--- config.mk ---
export PLATFORM = sky130hd
export DESIGN_NAME = rsa_modexp
export DESIGN_NICKNAME = d
export VERILOG_FILES = /design/src/rtl/rsa_modexp.sv
export SDC_FILE = /design/constraint.sdc
export NUM_CORES = 1
export LEC_CHECK = 0
export CAP_MARGIN = 30
export CORE_ASPECT_RATIO = 0.9
export CORE_MARGIN = 2
export CORE_UTILIZATION = 50
export CTS_CLUSTER_DIAMETER = 150
export DETAILED_ROUTE_END_ITERATION = 6
export GPL_TIMING_DRIVEN = 0
export PLACE_DENSITY = 0.72
export SYNTH_ARGS = -nofsm -noshare
export SYNTH_HDL_FRONTEND = slang
export SYNTH_SLANG_ARGS = --single-unit
--- constraint.sdc ---
create_clock -name clk -period 11.3 [get_ports clk]
set_clock_uncertainty 0.1 [all_clocks]
set_input_delay 2.26 -clock clk [delete_from_list [all_inputs] [get_ports clk]]
set_output_delay 2.26 -clock clk [all_outputs]
set_load 0.1 [all_outputs]
--- src/rtl/rsa_modexp.sv ---
// Modular exponentiation result = msg^exp mod n. It scans the exponent left to right
// with square-and-multiply on a bit-serial interleaved modular multiplier.
module rsa_modexp #(
    parameter int WIDTH = 16,
    parameter int CNT_W = 32
) (
    input  logic             clk,
    input  logic             rst,
    input  logic             start,
    input  logic [WIDTH-1:0] msg,
    input  logic [WIDTH-1:0] exp,
    input  logic [WIDTH-1:0] n,
    output logic [WIDTH-1:0] result,
    output logic             finish,
    output logic             err,
    output logic             busy,
    output logic [CNT_W-1:0] cycles
);

    localparam int IW = (WIDTH > 1) ? $clog2(WIDTH) : 1;

    localparam logic [2:0] S_IDLE  = 3'd0;
    localparam logic [2:0] S_CHECK = 3'd1;
    localparam logic [2:0] S_SQR   = 3'd2;
    localparam logic [2:0] S_MUL   = 3'd3;
    localparam logic [2:0] S_DONE  = 3'd4;

    logic [2:0]       state_q,  state_d;
    logic [WIDTH-1:0] msg_q,    msg_d;
    logic [WIDTH-1:0] exp_q,    exp_d;
    logic [WIDTH-1:0] n_q,      n_d;
    logic [WIDTH-1:0] r_q,      r_d;
    logic [WIDTH-1:0] acc_q,    acc_d;
    logic [IW-1:0]    bit_q,    bit_d;
    logic [IW-1:0]    k_q,      k_d;
    logic [WIDTH-1:0] result_q, result_d;
    logic             finish_q, finish_d;
    logic             err_q,    err_d;
    logic [CNT_W-1:0] cycles_q, cycles_d;

    // One step of the interleaved multiplier: acc = (2*acc + b[i]*r) mod n.
    // Both operands are below n, so each partial fits in WIDTH+1 bits and one
    // conditional subtract is enough after the doubling and after the add.
    logic [WIDTH-1:0] mul_b;
    logic [WIDTH:0]   n_ext;
    logic [WIDTH:0]   dbl;
    logic [WIDTH:0]   dbl_red;
    logic [WIDTH:0]   sum;
    logic [WIDTH:0]   sum_red;
    logic [WIDTH-1:0] step_res;

    always_comb begin
        mul_b    = (state_q == S_MUL) ? msg_q : r_q;
        n_ext    = {1'b0, n_q};
        dbl      = {acc_q, 1'b0};
        dbl_red  = (dbl >= n_ext) ? (dbl - n_ext) : dbl;
        sum      = dbl_red + (mul_b[bit_q] ? {1'b0, r_q} : {(WIDTH+1){1'b0}});
        sum_red  = (sum >= n_ext) ? (sum - n_ext) : sum;
        step_res = sum_red[WIDTH-1:0];
    end

    always_comb begin
        state_d  = state_q;
        msg_d    = msg_q;
        exp_d    = exp_q;
        n_d      = n_q;
        r_d      = r_q;
        acc_d    = acc_q;
        bit_d    = bit_q;
        k_d      = k_q;
        result_d = result_q;
        finish_d = 1'b0;
        err_d    = err_q;
        cycles_d = cycles_q;

        case (state_q)
            S_IDLE: begin
                if (start) begin
                    msg_d    = msg;
                    exp_d    = exp;
                    n_d      = n;
                    r_d      = WIDTH'(1);
                    k_d      = IW'(WIDTH - 1);
                    cycles_d = '0;
                    err_d    = 1'b0;
                    state_d  = S_CHECK;
                end
            end
            S_CHECK: begin
                cycles_d = cycles_q + CNT_W'(1);
                if ((n_q < WIDTH'(2)) || (msg_q >= n_q)) begin
                    err_d   = 1'b1;
                    state_d = S_DONE;
                end else begin
                    acc_d   = '0;
                    bit_d   = IW'(WIDTH - 1);
                    state_d = S_SQR;
                end
            end
            S_SQR, S_MUL: begin
                cycles_d = cycles_q + CNT_W'(1);
                acc_d    = step_res;
                if (bit_q == '0) begin
                    r_d   = step_res;
                    acc_d = '0;
                    bit_d = IW'(WIDTH - 1);
                    if ((state_q == S_SQR) && exp_q[k_q]) begin
                        state_d = S_MUL;
                    end else if (k_q == '0) begin
                        state_d = S_DONE;
                    end else begin
                        k_d     = k_q - IW'(1);
                        state_d = S_SQR;
                    end
                end else begin
                    bit_d = bit_q - IW'(1);
                end
            end
            S_DONE: begin
                cycles_d = cycles_q + CNT_W'(1);
                finish_d = 1'b1;
                result_d = err_q ? '0 : r_q;
                state_d  = S_IDLE;
            end
            default: begin
                state_d = S_IDLE;
            end
        endcase
    end

    always_ff @(posedge clk) begin
        if (rst) begin
            state_q  <= S_IDLE;
            msg_q    <= '0;
            exp_q    <= '0;
            n_q      <= '0;
            r_q      <= '0;
            acc_q    <= '0;
            bit_q    <= '0;
            k_q      <= '0;
            result_q <= '0;
            finish_q <= 1'b0;
            err_q    <= 1'b0;
            cycles_q <= '0;
        end else begin
            state_q  <= state_d;
            msg_q    <= msg_d;
            exp_q    <= exp_d;
            n_q      <= n_d;
            r_q      <= r_d;
            acc_q    <= acc_d;
            bit_q    <= bit_d;
            k_q      <= k_d;
            result_q <= result_d;
            finish_q <= finish_d;
            err_q    <= err_d;
            cycles_q <= cycles_d;
        end
    end

    // err is only meaningful alongside finish but is held like result.
    assign result = result_q;
    assign finish = finish_q;
    assign err    = err_q;
    assign busy   = (state_q != S_IDLE);
    assign cycles = cycles_q;

endmodule
==> metrics.txt, run 1 <==
Fin. Hold Viols=0; worst-case hold path end point=exp_q[10]; fin nets=1353; RSZ-0062 raised after global routing=no; Die W=around 150 µm; Global Route Usage Sum=27.8%; area of the multi-input gates=~5800 µm²; # diodes=0; Worst Hold Slack=between 300 and 400 ps; Setup-failing EPs final=0; fin crit period=~8400 ps; CORE AREA=about 18000 µm²; number of buffers inserted by hold repair at cts=0; row count=46; post-DP HPWL=~21000 µm; RR Endpoint=r_q[1]; hold wc startpoint=exp_q[10]; PostCTS Resize Cnt=0; clk root buf=clkbuf_16; dominant cell type by area after synthesis=dfxtp_1; sequential-to-total area share from yosys stat=just over 30%; Worst Hold Path Cells=2; CP max-delay cell=o21bai_1; Via Count=just under 9k; CTS H-tree lvls=4; pin count of the biggest net entering global routing=17; Via density=6.00; Residual DRC=0; max_cap viols=0; Post-CTS Setup Bufs=0; post-synthesis net count=about 1.2k; first-pass GRT wire length=~43000 µm; Startpoint Class=register; number of global-route vias before repair=approximately 8.1k; #FFs+latches synth=141; max-slew violations=0; ys async rst share=0%; cell repeated most along the worst path=ha_1; Synth Cell Area=slightly above 9000 µm²; kind of critical path=register to register; initial antenna violation count=0; Filler cells=between 1.5k and 2k; reg-to-reg setup timing slack=just under 3000 ps; Sink Count=~140; number of flops mapped to enable cells by yosys=0; worst-margin pin slew=~1000 ps; data arrival time of the critical path=8580 ps; syn_area_per_cell=just over 8 µm²; GP Congestion=roughly 0.96; Synth Warn #=0; TritonCTS clock tree=built; Worst EP required=about 12000 ps; Post-synth top cells=nand2_1 (181), dfxtp_1 (141), a21oi_1 (109); Post-synth top flop=dfxtp_1; WL per Instance=between 15 and 20 µm; setup TNS=0 ps; I/O pin total=102; Routed Antenna Nets=0; clock buffer count from CTS=17; post-synth cell types=75; R2R depth=28; reg2reg start=n_q[1]; overall routed net length=27200 µm; Area growth syn-to-layout=21.3%; CP endpoint kind=register; cell count after synthesis=1111; max incr delay on CP=slightly below 600 ps; Crit Path Max Fanout=10; DIE AREA=between 15000 and 20000 µm²; drt first pass iters=5; Synth area leaders=dfxtp_1 (31%), ha_1 (9.2%), nand2_1 (7.5%); worst skew pair latency=430 ps; count leader, synth=nand2_1; FF+latch area=approximately 2800 µm²; DR iter-0 viols=between 800 and 900; Yosys top cell area share=31.1%; Slew headroom=between 30% and 40%; GRT overflow=0; worst min path class=register to register; die height=132 µm; share of cells above drive strength 1=roughly 7.2%; # port buffers=100; Fmax=around 120 MHz; clock-pin slew on the worst setup and hold paths=roughly 60 ps; final period utilization=74.1%; Initial Util=between 50 and 60%; run status=finished clean; Max Root-Sink Buffers=2
## cell type report
type	count	share of cell area (%)
Multi-Input combinational cell	862	52.7
Sequential cell	141	25.7
Timing Repair Buffer	102	9.61
Clock buffer	18	3.90
Tap cell	240	2.73
Buffer	50	2.07
Inverter	58	1.98
Clock inverter	13	1.29
## state kept, by name, summed over array words and instances (netlist names)
name	cells
acc_q	16
bit_q	4
cycles	32
err	1
exp_q	16
finish	1
k_q	4
msg_q	16
n_q	16
r_q	16
result	16
state_q	3
## cell families (layout without fill, tap and decap cells)
group / Yosys count / in the layout / share of synthesized area, %
flip-flops: 141 / 141 / 31.1
AND/OR/NAND/NOR: 405 / 405 / 20.7
multiplexers: 24 / 24 / 4.82
buffers and inverters: 108 / 241 / 4.91
XOR/XNOR: 58 / 58 / 5.60
AO/OA/AOI/OAI: 305 / 305 / 22.9
adder cells (fa/ha/maj): 70 / 70 / 9.91
## stage by stage
stage               instance area [µm²]  utilization, %  worst slack, ps  instances
floorplan                          9070               -             4790       1111
global placement                  10400            58.7             3220       1451
detailed placement                10400            59.0             3130       1453
CTS                               11000            62.2             3100       1484
global route                      11000            62.2             2410       1484
finish                            11000            62.2             2920       1484
## placed cells by master (no fill, tap or decap), drive strengths merged, types with 4 or more instances in the layout
cell,n
clkdlybuf4s50,100
o311ai,9
a211oi,7
nor4,11
a22o,16
nor3,21
clkbuf,48
a32o,9
o211ai,12
a311o,8
ha,67
or3,9
a31oi,12
nor2b,22
dfxtp,141
o221ai,6
and2,7
nand2b,6
nand3,39
a221o,4
mux2i,5
inv,59
o21bai,8
o31ai,13
buf,22
and3,10
xor2,29
clkinv,7
a21o,15
nor2,69
o21a,9
nand4,19
mux4,15
nand2,181
xnor2,29
mux2,4
a21oi,109
o21ai,43
## routing by layer
layer,part of all wire (%),wire length (µm),track usage [%],up-vias
met3,7.6,2060,4.78,48
met2,44,11900,41.7,373
met5,0,0,0,-
met4,2.3,629,7.90,0
met1,46,12600,41.1,4197
li1,-,-,-,4282
## worst max-delay path: cells and delay by family, from the launching register on
family / cells / cell delay [ps]
compound gates: 13 / 3910
xor+xnor: 1 / 320
fa+ha+maj: 4 / 1270
buf+inv: 5 / 1380
flops: 1 / 450
simple gates: 5 / 800
## worst max path at each step
stage                     cells after the start  endpoint   start
after floorplan                              28    r_q[1]  n_q[1]
after global placement                       28    r_q[4]  n_q[1]
after detailed placement                     28    r_q[1]  n_q[1]
after CTS                                    28    r_q[1]  n_q[1]
after global routing                         28    r_q[1]  n_q[1]
final                                        28    r_q[1]  n_q[1]
Power of run 1 is left out: the tool's default activity adds up to more than one toggle a clock period on the data nets, which glitch-free logic cannot reach.
==> inputs of run 2 (changes only) <==
--- a/config.mk
+++ b/config.mk
@@ -12,7 +12,7 @@
 export CTS_CLUSTER_DIAMETER = 150
 export DETAILED_ROUTE_END_ITERATION = 6
 export GPL_TIMING_DRIVEN = 0
-export PLACE_DENSITY = 0.72
+export PLACE_DENSITY = 0.75
 export SYNTH_ARGS = -nofsm -noshare
 export SYNTH_HDL_FRONTEND = slang
 export SYNTH_SLANG_ARGS = --single-unit
==> constraint.sdc (replaced) <==
create_clock -name clk -period 6.7 [get_ports clk]
set_clock_uncertainty 0.1 [all_clocks]
set_input_delay 1.34 -clock clk [delete_from_list [all_inputs] [get_ports clk]]
set_output_delay 1.34 -clock clk [all_outputs]
set_load 0.1 [all_outputs]
==> metrics.txt, run 2 (synthesis results as in run 1) <==
run status=finished clean; Worst Path Buf+Inv=6 (+1); Startpoint Class=register; CP max-delay cell=fa_1; TritonCTS clock tree=built; clk root buf=clkbuf_16; cell family with most CP delay=compound AO/OA/AOI/OAI gates; Fin. Hold Viols=0 (unchanged); most common cell after layout, fill and taps aside=nand2_1; worst-margin pin slew=1090 ps (+68.4 ps); Fmax=155 MHz (+30%); Setup-failing EPs final=0 (unchanged); max_cap viols=0 (unchanged); # diodes=0 (unchanged); DR iter-0 viols=799 (-7.8%); number of global-route vias before repair=8316 (+3.1%); post-DP HPWL=21200 µm (about the same); Max Root-Sink Buffers=2 (unchanged); fin crit period=6440 ps (-1930 ps); overall routed net length=27900 µm (+2.8%); data arrival time of the critical path=6680 ps (-1900 ps); row count=46 (unchanged); kind of critical path=register to register; CP endpoint kind=register; worst skew pair latency=420 ps (about the same); first-pass GRT wire length=44000 µm (+2.7%); clock-pin slew on the worst setup and hold paths=60 ps (about the same); setup TNS=0 ps (unchanged); initial antenna violation count=0 (unchanged); DIE AREA=19200 µm² (unchanged); worst min path class=register to register; I/O pin total=102 (unchanged); Slew headroom=26.8% (-4.6 points); reg-to-reg setup timing slack=260 ps (-2670 ps); max incr delay on CP=410 ps (-180 ps); Initial Util=51.3% (unchanged); WL per Instance=18.8 µm (+2.4%); Crit Path Max Fanout=10 (unchanged); Worst EP required=6930 ps (-4580 ps); Largest register FFs=32 (unchanged); pin count of the biggest net entering global routing=17 (unchanged); # port buffers=100 (unchanged); GP Congestion=0.962 (+0.39%); Post-Layout Cell Count=1489 (+0.34%); share of cells above drive strength 1=10.6% (+3.4 points); Die W=146 µm (unchanged); max-slew violations=0 (unchanged); Via Count=9105 (+2.3%); Worst Hold Slack=355 ps (+4.14 ps); Residual DRC=0 (unchanged); CTS H-tree lvls=4 (unchanged); CORE AREA=17700 µm² (unchanged); GRT overflow=0 (unchanged); drt first pass iters=5 (unchanged); most frequent cells in the layout=nand2_1 (179), dfxtp_1 (140), a21oi_1 (105), clkdlybuf4s50_1 (100), nor2_1 (68); Area growth syn-to-layout=24.9%; Routed Antenna Nets=0 (unchanged); final period utilization=96.2% (+22 points); Global Route Usage Sum=28.4% (+0.60 points); Placed Instances=1451 (-0.14%); Via density=6.11 (+2.0%); die height=132 µm (unchanged); clock buffer count from CTS=17 (unchanged); fin nets=1357 (+0.30%); number of buffers inserted by hold repair at cts=0 (unchanged); Sink Count=141 (unchanged)
run 2: changes by cell type in the layout (fill, tap and decap cells not counted), moves of 4 or more:
cell	previous run	this run
buf_2	11	7
buf_4	3	14
clkbuf_1	31	26
ha_4	0	4
a21oi_1	109	105
a21oi_2	0	4
ha_1	67	61
run 2: path summary, 6_finish.rpt:
kind / start / to / depth (start not counted)
worst max-delay path: n_q[1] / r_q[14] / 30
worst min-delay path: exp_q[2] / exp_q[2] / 2
worst max register to register: n_q[1] / r_q[14] / 30
worst min register to register: exp_q[2] / exp_q[2] / 2
run 2: cell type report:
type / count / area [µm²]
Multi-Input combinational cell: 862 / 6060
Inverter: 58 / 218
Clock inverter: 14 / 183
Fill cell: 1514 / 6350
Buffer: 48 / 241
Clock buffer: 18 / 439
Tap cell: 240 / 300
Sequential cell: 141 / 2820
Timing Repair Buffer: 108 / 1060
run 2: repair_timing:
item,4_1_cts,5_1_grt
setup buffers,5,3
pin swaps,6,9
cloned,0,0
resized for setup,26,28
setup endpoints to repair,32,32
run 2: worst reg2reg max path: cells and delay by family (launching register included):
family	cells	cell delay (ps)
AO/OA/AOI/OAI	14	2750
adder cells (fa/ha/maj)	4	1190
buffers and inverters	6	1020
AND/OR/NAND/NOR	5	740
flip-flops	1	400
XOR/XNOR	1	150
run 2: metrics by stage:
| step | setup slack [ps] | area (µm²) | util [%] |
|---|---|---|---|
| 5_1_grt | -32.7 | 11300 | 64.1 |
| 4_1_cts | 15.1 | 11100 | 63.1 |
| 3_5_place_dp | -1410 | 10400 | 58.7 |
| 6_report | 256 | 11300 | 64.1 |
| 3_3_place_gp | -1320 | 10400 | 58.7 |
| 2_1_floorplan | 191 | 9070 | - |
run 2: metal layers:
metal / routed length, µm / up-vias / share of wire [%] / GRT usage (%)
met4: 817 / 0 / 2.9 / 9.75
met3: 2380 / 76 / 8.5 / 4.60
met2: 12300 / 439 / 44 / 43.6
li1: - / 4274 / - / -
met5: 0 / - / 0 / 0
met1: 12500 / 4316 / 45 / 40.7
Power of run 2 is left out for the same reason.
==> inputs of run 3 (changes only) <==
--- a/config.mk
+++ b/config.mk
@@ -11,7 +11,6 @@
 export CORE_UTILIZATION = 50
 export CTS_CLUSTER_DIAMETER = 150
 export DETAILED_ROUTE_END_ITERATION = 6
-export GPL_TIMING_DRIVEN = 0
 export PLACE_DENSITY = 0.75
 export SYNTH_ARGS = -nofsm -noshare
 export SYNTH_HDL_FRONTEND = slang
==> metrics.txt, run 3 (synthesis results as in run 1) <==
clock buffer count from CTS=17 (unchanged); die height=132 µm (unchanged); Initial Util=51.3% (unchanged); FF+latch area=2820 µm² (unchanged); worst min path class=register to register; drt first pass iters=5 (unchanged); Post-Layout Cell Count=1461 (-1.9%); final setup margin=350 ps (+94.3 ps); initial antenna violation count=0 (unchanged); final period utilization=94.8% (-1.4 points); WL per Instance=17.9 µm (-4.5%); number of global-route vias before repair=8171 (-1.7%); Via density=6.00 (-1.8%); clock-pin slew on the worst setup and hold paths=60 ps (about the same); clk root buf=clkbuf_16; # port buffers=101 (+1.0%); I/O pin total=102 (unchanged); Routed Antenna Nets=0 (unchanged); Slew headroom=30.7% (+3.9 points); max-slew violations=0 (unchanged); overall routed net length=26200 µm (-6.3%); CORE AREA=17700 µm² (unchanged); CP endpoint kind=register; GRT overflow=0 (unchanged); Fmax=157 MHz (+1.5%); most common cell after layout, fill and taps aside=nand2_1; Fin. Hold Viols=0 (unchanged); fin crit period=6350 ps (-94.3 ps); Setup-failing EPs final=0 (unchanged); GP Congestion=0.964 (+0.22%); DR iter-0 viols=760 (-4.9%); worst-margin pin slew=1040 ps (-53.3 ps); area of the multi-input gates=5860 µm² (-3.2%); Worst EP required=6910 ps (-20 ps); fin nets=1329 (-2.1%); data arrival time of the critical path=6560 ps (-120 ps); Max Root-Sink Buffers=2 (unchanged); Startpoint Class=register; first-pass GRT wire length=42200 µm (-4.3%); Residual DRC=0 (unchanged); row count=46 (unchanged); Global Route Usage Sum=26.8% (-1.6 points); post-route cell area=11000 µm² (-2.7%); Crit Path Max Fanout=14 (+4); post-DP HPWL=19500 µm (-8.0%); worst skew pair latency=430 ps (about the same); share of cells above drive strength 1=9.25% (-1.3 points); TritonCTS clock tree=built; Placed Instances=1423 (-1.9%); kind of critical path=register to register; Filler cells=1560 (+3.0%); run status=finished clean; pre-CTS WS=73.4 ps (+1480 ps); Largest register FFs=32 (unchanged); CTS H-tree lvls=4 (unchanged); Sink Count=141 (unchanged); placed cell area=10300 µm² (-0.53%); max_cap viols=0 (unchanged); DIE AREA=19200 µm² (unchanged); Area growth syn-to-layout=21.5%; most frequent cells in the layout=nand2_1 (181), dfxtp_1 (140), a21oi_1 (107), clkdlybuf4s50_1 (100), nor2_1 (69); Via Count=8772 (-3.7%); Die W=146 µm (unchanged); # diodes=0 (unchanged); pin count of the biggest net entering global routing=70 (+53)
run 3: final cells by class:
cell class / instances / share of cell area (%)
multi-input combinational: 862 / 53.2
sequential: 141 / 25.6
timing repair buffer: 128 / 11.3
clock buffer: 19 / 4.02
tap: 240 / 2.73
inverter: 58 / 1.98
clock inverter: 13 / 1.18
run 3: routing by layer:
layer | GRT usage (%) | share of wire, % | vias to the layer above
li1 | - | - | 4216
met5 | 0 | 0 | -
met2 | 42.7 | 46 | 344
met1 | 37.0 | 45 | 4145
met3 | 4.05 | 6.4 | 67
met4 | 9.86 | 3.1 | 0
run 3: stage by stage:
stage / TNS, ps / utilization (%) / hold slack (ps)
4_1_cts: 0 / 61.6 / 356
3_5_place_dp: 0 / 58.4 / 348
5_1_grt: -23.4 / 62.3 / 375
6_report: 0 / 62.3 / 353
3_3_place_gp: 0 / 58.3 / 338
2_1_floorplan: 0 / - / 333
run 3: final timing paths:
path	start	endpoint	slack (ps)	depth (start not counted)
setup / recovery	n_q[1]	r_q[4]	350	26
hold / removal	exp_q[12]	exp_q[12]	350	2
setup reg to reg	n_q[1]	r_q[4]	350	26
hold reg to reg	exp_q[12]	exp_q[12]	350	2
run 3: critical path, cell delays in order, from the launching register on:
cell and delay [ps]:
dfxtp_2 370, inv_1 130, ha_1 330, nor2b_1 160, o31ai_2 350, a2111oi_2 150, o21ai_2 200, a31oi_1 100
o21bai_1 160, and2_4 190, buf_4 210, mux2_2 360, ha_1 220, or4_1 490, o21ai_1 150, a211oi_2 110
o41ai_2 340, or4b_1 470, o311a_1 160, inv_1 70, ha_2 230, a211oi_1 100, a21oi_1 260, o21a_2 280
buf_6 180, o31ai_2 90, a32o_1 290
run 3: timing repair:
action,CTS,global route
setup endpoints to repair,0,32
endpoints found under the hold margin,0,0
setup buffers,0,5
resized for setup,0,15
hold buffers,0,0
Power of run 3 is left out for the same reason.
